--- config.mk ---
export PLATFORM = sky130hd
export DESIGN_NAME = uart_io_port
export DESIGN_NICKNAME = d
export VERILOG_FILES = /design/src/rtl/uart_io_port.sv
export SDC_FILE = /design/constraint.sdc
export NUM_CORES = 1
export LEC_CHECK = 0
export BUFFER_PORTS_ARGS = -buffer_cell sky130_fd_sc_hd__buf_2
export CORE_MARGIN = 1
export CORE_UTILIZATION = 55
export CTS_CLUSTER_DIAMETER = 200
export DETAILED_ROUTE_END_ITERATION = 8
export PLACE_DENSITY = 0.86
export SLEW_MARGIN = 20
export SYNTH_ARGS = -nofsm -noshare
export SYNTH_HDL_FRONTEND = slang
export SYNTH_SLANG_ARGS = --single-unit
--- constraint.sdc ---
create_clock -name clk100 -period 3.1 [get_ports clk100]
set_clock_uncertainty 0.2 [all_clocks]
set_input_delay 0 -clock clk100 [delete_from_list [all_inputs] [get_ports clk100]]
set_output_delay 0 -clock clk100 [all_outputs]
set_load 0.005 [all_outputs]
--- src/rtl/uart_io_port.sv ---
// uart_io_port: IO-bus responder for the processor's UART ports.
//   Port 01h write : queue a byte into the TX FIFO (8N1 serializer on uart_txd)
//   Port 01h read  : pop the RX FIFO (8N1 deserializer on uart_rxd)
//   Port 02h read  : FFh when RX data is present
//   Port 03h read  : FFh when the TX FIFO is full
//   Port 04h read  : {5'b0, framing, rx_overrun, tx_overflow}; write clears
//
// Ports:
//   clk100          system clock, rising edge
//   reset           synchronous, active-low
//   IO_port_ID      port address from the processor
//   IO_write_data   write data from the processor
//   IO_write_strobe write strobe (one access per rising edge of the strobe)
//   IO_read_strobe  read strobe (one access per rising edge of the strobe)
//   IO_read_data    combinational read data, 00h while the strobe is low
//   uart_rxd        asynchronous serial input, idles high
//   uart_txd        serial output, idles high
module uart_io_port #(
    parameter int unsigned CLKS_PER_BIT  = 868,
    parameter int unsigned TX_FIFO_DEPTH = 4,
    parameter int unsigned RX_FIFO_DEPTH = 4
) (
    input  logic       clk100,
    input  logic       reset,
    input  logic [7:0] IO_port_ID,
    input  logic [7:0] IO_write_data,
    input  logic       IO_write_strobe,
    input  logic       IO_read_strobe,
    output logic [7:0] IO_read_data,
    input  logic       uart_rxd,
    output logic       uart_txd
);

    localparam int unsigned TAW = $clog2(TX_FIFO_DEPTH);
    localparam int unsigned RAW = $clog2(RX_FIFO_DEPTH);
    localparam logic [TAW:0] TX_FULL_CNT = (TAW+1)'(TX_FIFO_DEPTH);
    localparam logic [RAW:0] RX_FULL_CNT = (RAW+1)'(RX_FIFO_DEPTH);
    localparam logic [15:0]  BAUD_LAST   = 16'(CLKS_PER_BIT - 1);
    localparam logic [15:0]  HALF_LAST   = 16'(CLKS_PER_BIT / 2 - 1);

    typedef enum logic [1:0] {TX_IDLE, TX_START, TX_DATA, TX_STOP} tx_state_t;
    typedef enum logic [1:0] {RX_IDLE, RX_START, RX_DATA, RX_STOP} rx_state_t;

    // ---------------- strobe qualification ----------------
    logic wr_q, rd_q, wr_acc, rd_acc;

    always_ff @(posedge clk100) begin
        if (!reset) begin
            wr_q <= 1'b0;
            rd_q <= 1'b0;
        end else begin
            wr_q <= IO_write_strobe;
            rd_q <= IO_read_strobe;
        end
    end

    assign wr_acc = IO_write_strobe & ~wr_q;
    assign rd_acc = IO_read_strobe & ~rd_q;

    // ---------------- TX FIFO ----------------
    logic [7:0]     tx_mem [TX_FIFO_DEPTH];
    logic [TAW-1:0] tx_wr_ptr, tx_rd_ptr;
    logic [TAW:0]   tx_count;
    logic           tx_full, tx_empty, tx_push, tx_pop, tx_ovf;

    assign tx_full  = (tx_count == TX_FULL_CNT);
    assign tx_empty = (tx_count == '0);
    // A pop in the same cycle frees the slot, so a write to a full FIFO still lands.
    assign tx_push  = wr_acc && (IO_port_ID == 8'h01) && (!tx_full || tx_pop);
    assign tx_ovf   = wr_acc && (IO_port_ID == 8'h01) && tx_full && !tx_pop;

    always_ff @(posedge clk100) begin
        if (tx_push) tx_mem[tx_wr_ptr] <= IO_write_data;
    end

    always_ff @(posedge clk100) begin
        if (!reset) begin
            tx_wr_ptr <= '0;
            tx_rd_ptr <= '0;
            tx_count  <= '0;
        end else begin
            if (tx_push) tx_wr_ptr <= tx_wr_ptr + TAW'(1);
            if (tx_pop)  tx_rd_ptr <= tx_rd_ptr + TAW'(1);
            case ({tx_push, tx_pop})
                2'b10:   tx_count <= tx_count + (TAW+1)'(1);
                2'b01:   tx_count <= tx_count - (TAW+1)'(1);
                default: tx_count <= tx_count;
            endcase
        end
    end

    // ---------------- TX FSM ----------------
    tx_state_t   tx_state, tx_state_n;
    logic [15:0] tx_baud;
    logic [2:0]  tx_bit;
    logic [7:0]  tx_shift;
    logic        tx_done, tx_line;

    assign tx_done = (tx_baud == BAUD_LAST);

    always_comb begin
        tx_state_n = tx_state;
        tx_pop     = 1'b0;
        tx_line    = 1'b1;
        case (tx_state)
            TX_IDLE: begin
                if (!tx_empty) begin
                    tx_state_n = TX_START;
                    tx_pop     = 1'b1;
                end
            end
            TX_START: begin
                tx_line = 1'b0;
                if (tx_done) tx_state_n = TX_DATA;
            end
            TX_DATA: begin
                tx_line = tx_shift[0];
                if (tx_done && tx_bit == 3'd7) tx_state_n = TX_STOP;
            end
            TX_STOP: begin
                tx_line = 1'b1;
                if (tx_done) begin
                    if (!tx_empty) begin
                        tx_state_n = TX_START;
                        tx_pop     = 1'b1;
                    end else begin
                        tx_state_n = TX_IDLE;
                    end
                end
            end
            default: tx_state_n = TX_IDLE;
        endcase
    end

    // uart_txd is the registered line level, one cycle behind the state.
    always_ff @(posedge clk100) begin
        if (!reset) begin
            tx_state <= TX_IDLE;
            tx_baud  <= '0;
            tx_bit   <= '0;
            tx_shift <= '0;
            uart_txd <= 1'b1;
        end else begin
            tx_state <= tx_state_n;
            uart_txd <= tx_line;
            if (tx_state == TX_IDLE || tx_done) tx_baud <= '0;
            else                                tx_baud <= tx_baud + 16'd1;
            if (tx_pop) begin
                tx_shift <= tx_mem[tx_rd_ptr];
                tx_bit   <= '0;
            end else if (tx_state == TX_DATA && tx_done) begin
                tx_shift <= {1'b0, tx_shift[7:1]};
                tx_bit   <= tx_bit + 3'd1;
            end
        end
    end

    // ---------------- RX synchronizer + FSM ----------------
    logic rx_meta, rx_s;

    always_ff @(posedge clk100) begin
        if (!reset) begin
            rx_meta <= 1'b1;
            rx_s    <= 1'b1;
        end else begin
            rx_meta <= uart_rxd;
            rx_s    <= rx_meta;
        end
    end

    rx_state_t   rx_state, rx_state_n;
    logic [15:0] rx_baud;
    logic [2:0]  rx_bit;
    logic [7:0]  rx_shift;
    logic        rx_armed, rx_sample;
    logic        rx_push, rx_pop, rx_ovr, rx_frm, rx_full, rx_empty;

    always_comb begin
        rx_state_n = rx_state;
        rx_sample  = 1'b0;
        rx_push    = 1'b0;
        rx_ovr     = 1'b0;
        rx_frm     = 1'b0;
        case (rx_state)
            RX_IDLE: begin
                // rx_armed keeps a low stop bit from being taken as a new start.
                if (rx_armed && !rx_s) rx_state_n = RX_START;
            end
            RX_START: begin
                rx_sample = (rx_baud == HALF_LAST);
                if (rx_sample) rx_state_n = rx_s ? RX_IDLE : RX_DATA;
            end
            RX_DATA: begin
                rx_sample = (rx_baud == BAUD_LAST);
                if (rx_sample && rx_bit == 3'd7) rx_state_n = RX_STOP;
            end
            RX_STOP: begin
                rx_sample = (rx_baud == BAUD_LAST);
                if (rx_sample) begin
                    rx_state_n = RX_IDLE;
                    if (!rx_s)                     rx_frm  = 1'b1;
                    else if (!rx_full || rx_pop)   rx_push = 1'b1;
                    else                           rx_ovr  = 1'b1;
                end
            end
            default: rx_state_n = RX_IDLE;
        endcase
    end

    always_ff @(posedge clk100) begin
        if (!reset) begin
            rx_state <= RX_IDLE;
            rx_baud  <= '0;
            rx_bit   <= '0;
            rx_shift <= '0;
            rx_armed <= 1'b0;
        end else begin
            rx_state <= rx_state_n;
            if (rx_state == RX_IDLE || rx_sample) rx_baud <= '0;
            else                                  rx_baud <= rx_baud + 16'd1;
            if (rx_state == RX_START)                  rx_bit <= '0;
            else if (rx_state == RX_DATA && rx_sample) rx_bit <= rx_bit + 3'd1;
            if (rx_state == RX_DATA && rx_sample) rx_shift <= {rx_s, rx_shift[7:1]};
            if (rx_state == RX_STOP && rx_sample) rx_armed <= 1'b0;
            else if (rx_s)                        rx_armed <= 1'b1;
        end
    end

    // ---------------- RX FIFO ----------------
    logic [7:0]     rx_mem [RX_FIFO_DEPTH];
    logic [RAW-1:0] rx_wr_ptr, rx_rd_ptr;
    logic [RAW:0]   rx_count;

    assign rx_full  = (rx_count == RX_FULL_CNT);
    assign rx_empty = (rx_count == '0);
    assign rx_pop   = rd_acc && (IO_port_ID == 8'h01) && !rx_empty;

    always_ff @(posedge clk100) begin
        if (rx_push) rx_mem[rx_wr_ptr] <= rx_shift;
    end

    always_ff @(posedge clk100) begin
        if (!reset) begin
            rx_wr_ptr <= '0;
            rx_rd_ptr <= '0;
            rx_count  <= '0;
        end else begin
            if (rx_push) rx_wr_ptr <= rx_wr_ptr + RAW'(1);
            if (rx_pop)  rx_rd_ptr <= rx_rd_ptr + RAW'(1);
            case ({rx_push, rx_pop})
                2'b10:   rx_count <= rx_count + (RAW+1)'(1);
                2'b01:   rx_count <= rx_count - (RAW+1)'(1);
                default: rx_count <= rx_count;
            endcase
        end
    end

    // ---------------- sticky error flags ----------------
    logic [2:0] err;
    logic       err_clr;

    assign err_clr = wr_acc && (IO_port_ID == 8'h04);

    // Bits set in the clearing cycle survive the clear.
    always_ff @(posedge clk100) begin
        if (!reset) err <= '0;
        else        err <= (err_clr ? 3'b000 : err) | {rx_frm, rx_ovr, tx_ovf};
    end

    // ---------------- read data ----------------
    always_comb begin
        IO_read_data = '0;
        if (reset && IO_read_strobe) begin
            case (IO_port_ID)
                8'h01:   IO_read_data = rx_empty ? 8'h00 : rx_mem[rx_rd_ptr];
                8'h02:   IO_read_data = rx_empty ? 8'h00 : 8'hFF;
                8'h03:   IO_read_data = tx_full ? 8'hFF : 8'h00;
                8'h04:   IO_read_data = {5'b00000, err};
                default: IO_read_data = 8'hFF;
            endcase
        end
    end

endmodule

==> run_results.csv <==
group,metric,value,unit
cells_and_area,fill_cells,765,
synthesis,synth_ff_type,"dfxtp_1",
timing,timing.fmax,331.7,MHz
cells_and_area,fin_nets,644,
floorplan,dieArea,0.01227,mm2
power_and_ir_drop,powerDensity,566.6,mW/mm2
placed_design,place_congestion,0.8268,
global_route,grt_max_degree,36,
synthesis,synth_edf_count,64,
synthesis,synth_top_family_by_area,"simple AND/OR/NAND/NOR gates",
global_route,grt_pass1_vias,4544,
routing,dr.pass1.iters,5,
run,max-cap-violations,0,
cts,insertion_delay,0.42,ns
timing,relSlewSlack,0.5428,
power_and_ir_drop,max-vdd-ir-drop,0.0004505,V
cts,numCtsBuffers,17,
timing,min_period_over_period,0.9725,
routing,drt-total-wl,12860,um
global_route,overflow,0,
synthesis,yosys_register_bits,149,
setup_path,endpoint_kind,"flip-flop",
floorplan,ioPinCount,30,
setup_path,worstPathCellList,"ha_2 -> or4b_4 -> nor4_4 -> a31oi_4 -> inv_1 -> ha_2 -> inv_1 -> fa_2 -> xor2_1 -> or3_1 -> a21boi_1",
synthesis,synth_compound_area_frac,0.05690,
timing,final_max_slew_viol_count,0,
cells_and_area,seq_area,0.003625,mm2
synthesis,synth_top_area_frac,0.2953,
routing,ant_nets,0,
synthesis,yosys.area_share.simple,0.1707,
cells_and_area,multi_input_area,0.002730,mm2
global_route,grt_first_pass_wirelength,21270,um
timing,fin_crit,3.015,ns
cells_and_area,antenna_cells_inserted,0,
floorplan,die_w,110.8,um
placed_design,pre_cts_slack,-0.04784,ns
timing,worst_slew_pin_slew,0.6795,ns
power_and_ir_drop,finalPower,4.281,mW
setup_path,worstSetupPathType,"reg -> reg",
power_and_ir_drop,p_leak,2.759,nW
global_route,antenna_found_initial,0,
cells_and_area,area_growth,16.09,%
synthesis,synth.area.mux_share,0.09073,
cts,cts_buffer_depth,2,
synthesis,synth.net_count,592,
synthesis,synthAdderAreaFrac,0.04844,
synthesis,synth_seq_area_share,0.5567,
setup_path,arrival,3.17,ns
cts,clockRootBuffer,"clkbuf_16",
setup_path,crit_path_max_fanout,3,
timing,finalHoldViolCount,0,
floorplan,start_util,0.5676,
routing,routed_via_density,5.727,
cells_and_area,final_util,0.6589,
synthesis,synth.avg_cell_area,11.90,um2
cells_and_area,layout-drive-gt1-share,0.1765,
synthesis,yosysWarnings,0,
timing,setup_viol,0,
synthesis,synthTopCellsByArea,"edfxtp_1 30%, dfxtp_1 26%, mux4_2 5.5%",
synthesis,synth_area_leader_cell,"edfxtp_1",
setup_path,cpPeakStageDelay,0.50,ns
timing,rsz0062_at_grt,"no",
cts,cts.sinks,149,
synthesis,synthXorXnorAreaFrac,0.04844,
routing,wl_per_cell,17.03,um
cts,clk_transition_reported_paths,0.07,ns
setup_path,start_kind,"flip-flop",
floorplan,core,0.01147,mm2
routing,drcViolationCount,0,
status,outcome,"completed",
setup_path,path_buf_inv,2,
cts,cts_tree,"yes",
routing,num_vias,4324,
setup_path,cp_top_family,"simple AND/OR/NAND/NOR gates",
setup_path,cp.required,3.25,ns
setup_path,slowest_stage,"or4b_4",
placed_design,post-dp-hpwl,7911,um
cts,htreeDepth,4,
floorplan,rows,39,
placed_design,port_buffers,29,
global_route,grtUsageTotal,0.2218,
hold_path,hold_path.class,"in -> reg",
synthesis,synthCells,547,
floorplan,die_h,110.8,um
synthesis,synthArstFlopShare,0,
synthesis,synth_cell_types,56,
timing,setup_ws,0.08533,ns
synthesis,syn-cell-area,0.006509,mm2
timing,holdWs,0.03164,ns
routing,drtIter0Drc,274,
[registers in the layout, summed over array words and instances, names as in the netlist, 2 cells and up, named ones only]
name	count
tx_baud	16
rx_mem	32
tx_shift	8
rx_shift	8
tx_rd_ptr	2
tx_bit	3
rx_wr_ptr	2
rx_rd_ptr	2
tx_state	2
tx_count	3
rx_baud	16
rx_bit	3
err	3
tx_wr_ptr	2
rx_count	3
tx_mem	32
[where the power goes]
part	internal (mW)	switching, mW
registers	2.06	0.0225
clock network	1.12	0.845
logic	0.106	0.125
[cells by family after synthesis]
logic type | count (synthesis)
and+or+nand+nor | 203
adders and majority gates | 24
xor gates and xnor gates | 36
DFF | 149
muxes | 39
buffers and inverters | 46
AOI/OAI and AO/OA | 50
[Yosys cell counts (all sizes together) (12+ instances only)]
library cell and n:
dfxtp 85, edfxtp 64, nor2 47, nand2 44, inv 26, mux2i 23, and2 22, ha 22
nand3 21, xnor2 18, xor2 18, mux4 16, nor2b 15, a21oi 12
[path summary, 6_finish.rpt]
check	startpoint	cells after the start	slack [ns]	to
max	tx_baud[1]	11	0.09	tx_count[2]
min	IO_port_ID[3]	5	0.03	err[0]
max reg2reg	tx_baud[1]	11	0.09	tx_count[2]
min reg2reg	rx_meta	1	0.21	rx_s
[worst min-delay path, cell delays in order]
cell and delay [ns]:
buf_2 0.14, nor3_1 0.13, nand3b_1 0.18, a32oi_1 0.07
nor2b_1 0.10
[placed cells by master, fill, tap and decap left out, types with 15 or more instances in the layout]
master,n
xor2_1,18
mux2i_1,23
and2_1,22
xnor2_1,18
nor2b_1,15
inv_1,26
clkbuf_16,17
buf_2,29
mux4_2,16
nand2_1,44
nand3_1,20
edfxtp_1,64
dfxtp_1,84
ha_1,20
nor2_1,47
[layout make-up]
type	count	share of cell area
flip-flops and latches	149	0.4797
clock inverters	15	0.01871
inverters	26	0.01292
multi-input cells	352	0.3613
well taps	143	0.02368
clock buffers	17	0.05630
repair buffers	53	0.04736
[per-layer routing]
metal	up-vias	routed length, um	share of wire	GRT usage
met5	-	0	0	0
met4	0	343	0.027	0.1049
met3	32	589	0.046	0.05303
met2	142	6689	0.52	0.3963
met1	2097	5236	0.41	0.2483
li1	2053	-	-	-
[metrics by stage]
stage	area, um2	TNS, ns	std cells
after global placement	6808	0	707
after detailed placement	6808	-0.04784	707
after CTS	7545	0	755
after floorplan	6513	0	547
final	7556	0	755
after global routing	7556	0	755
[what timing repair did]
action	CTS	global route
gates cloned	0	0
gates resized for setup	5	5
hold buffers	13	0
endpoints found under the hold margin	54	0
setup endpoints to repair	1	3
pin swaps	3	2
buffers inserted	3	0
Power figures use the tool's default switching activity.
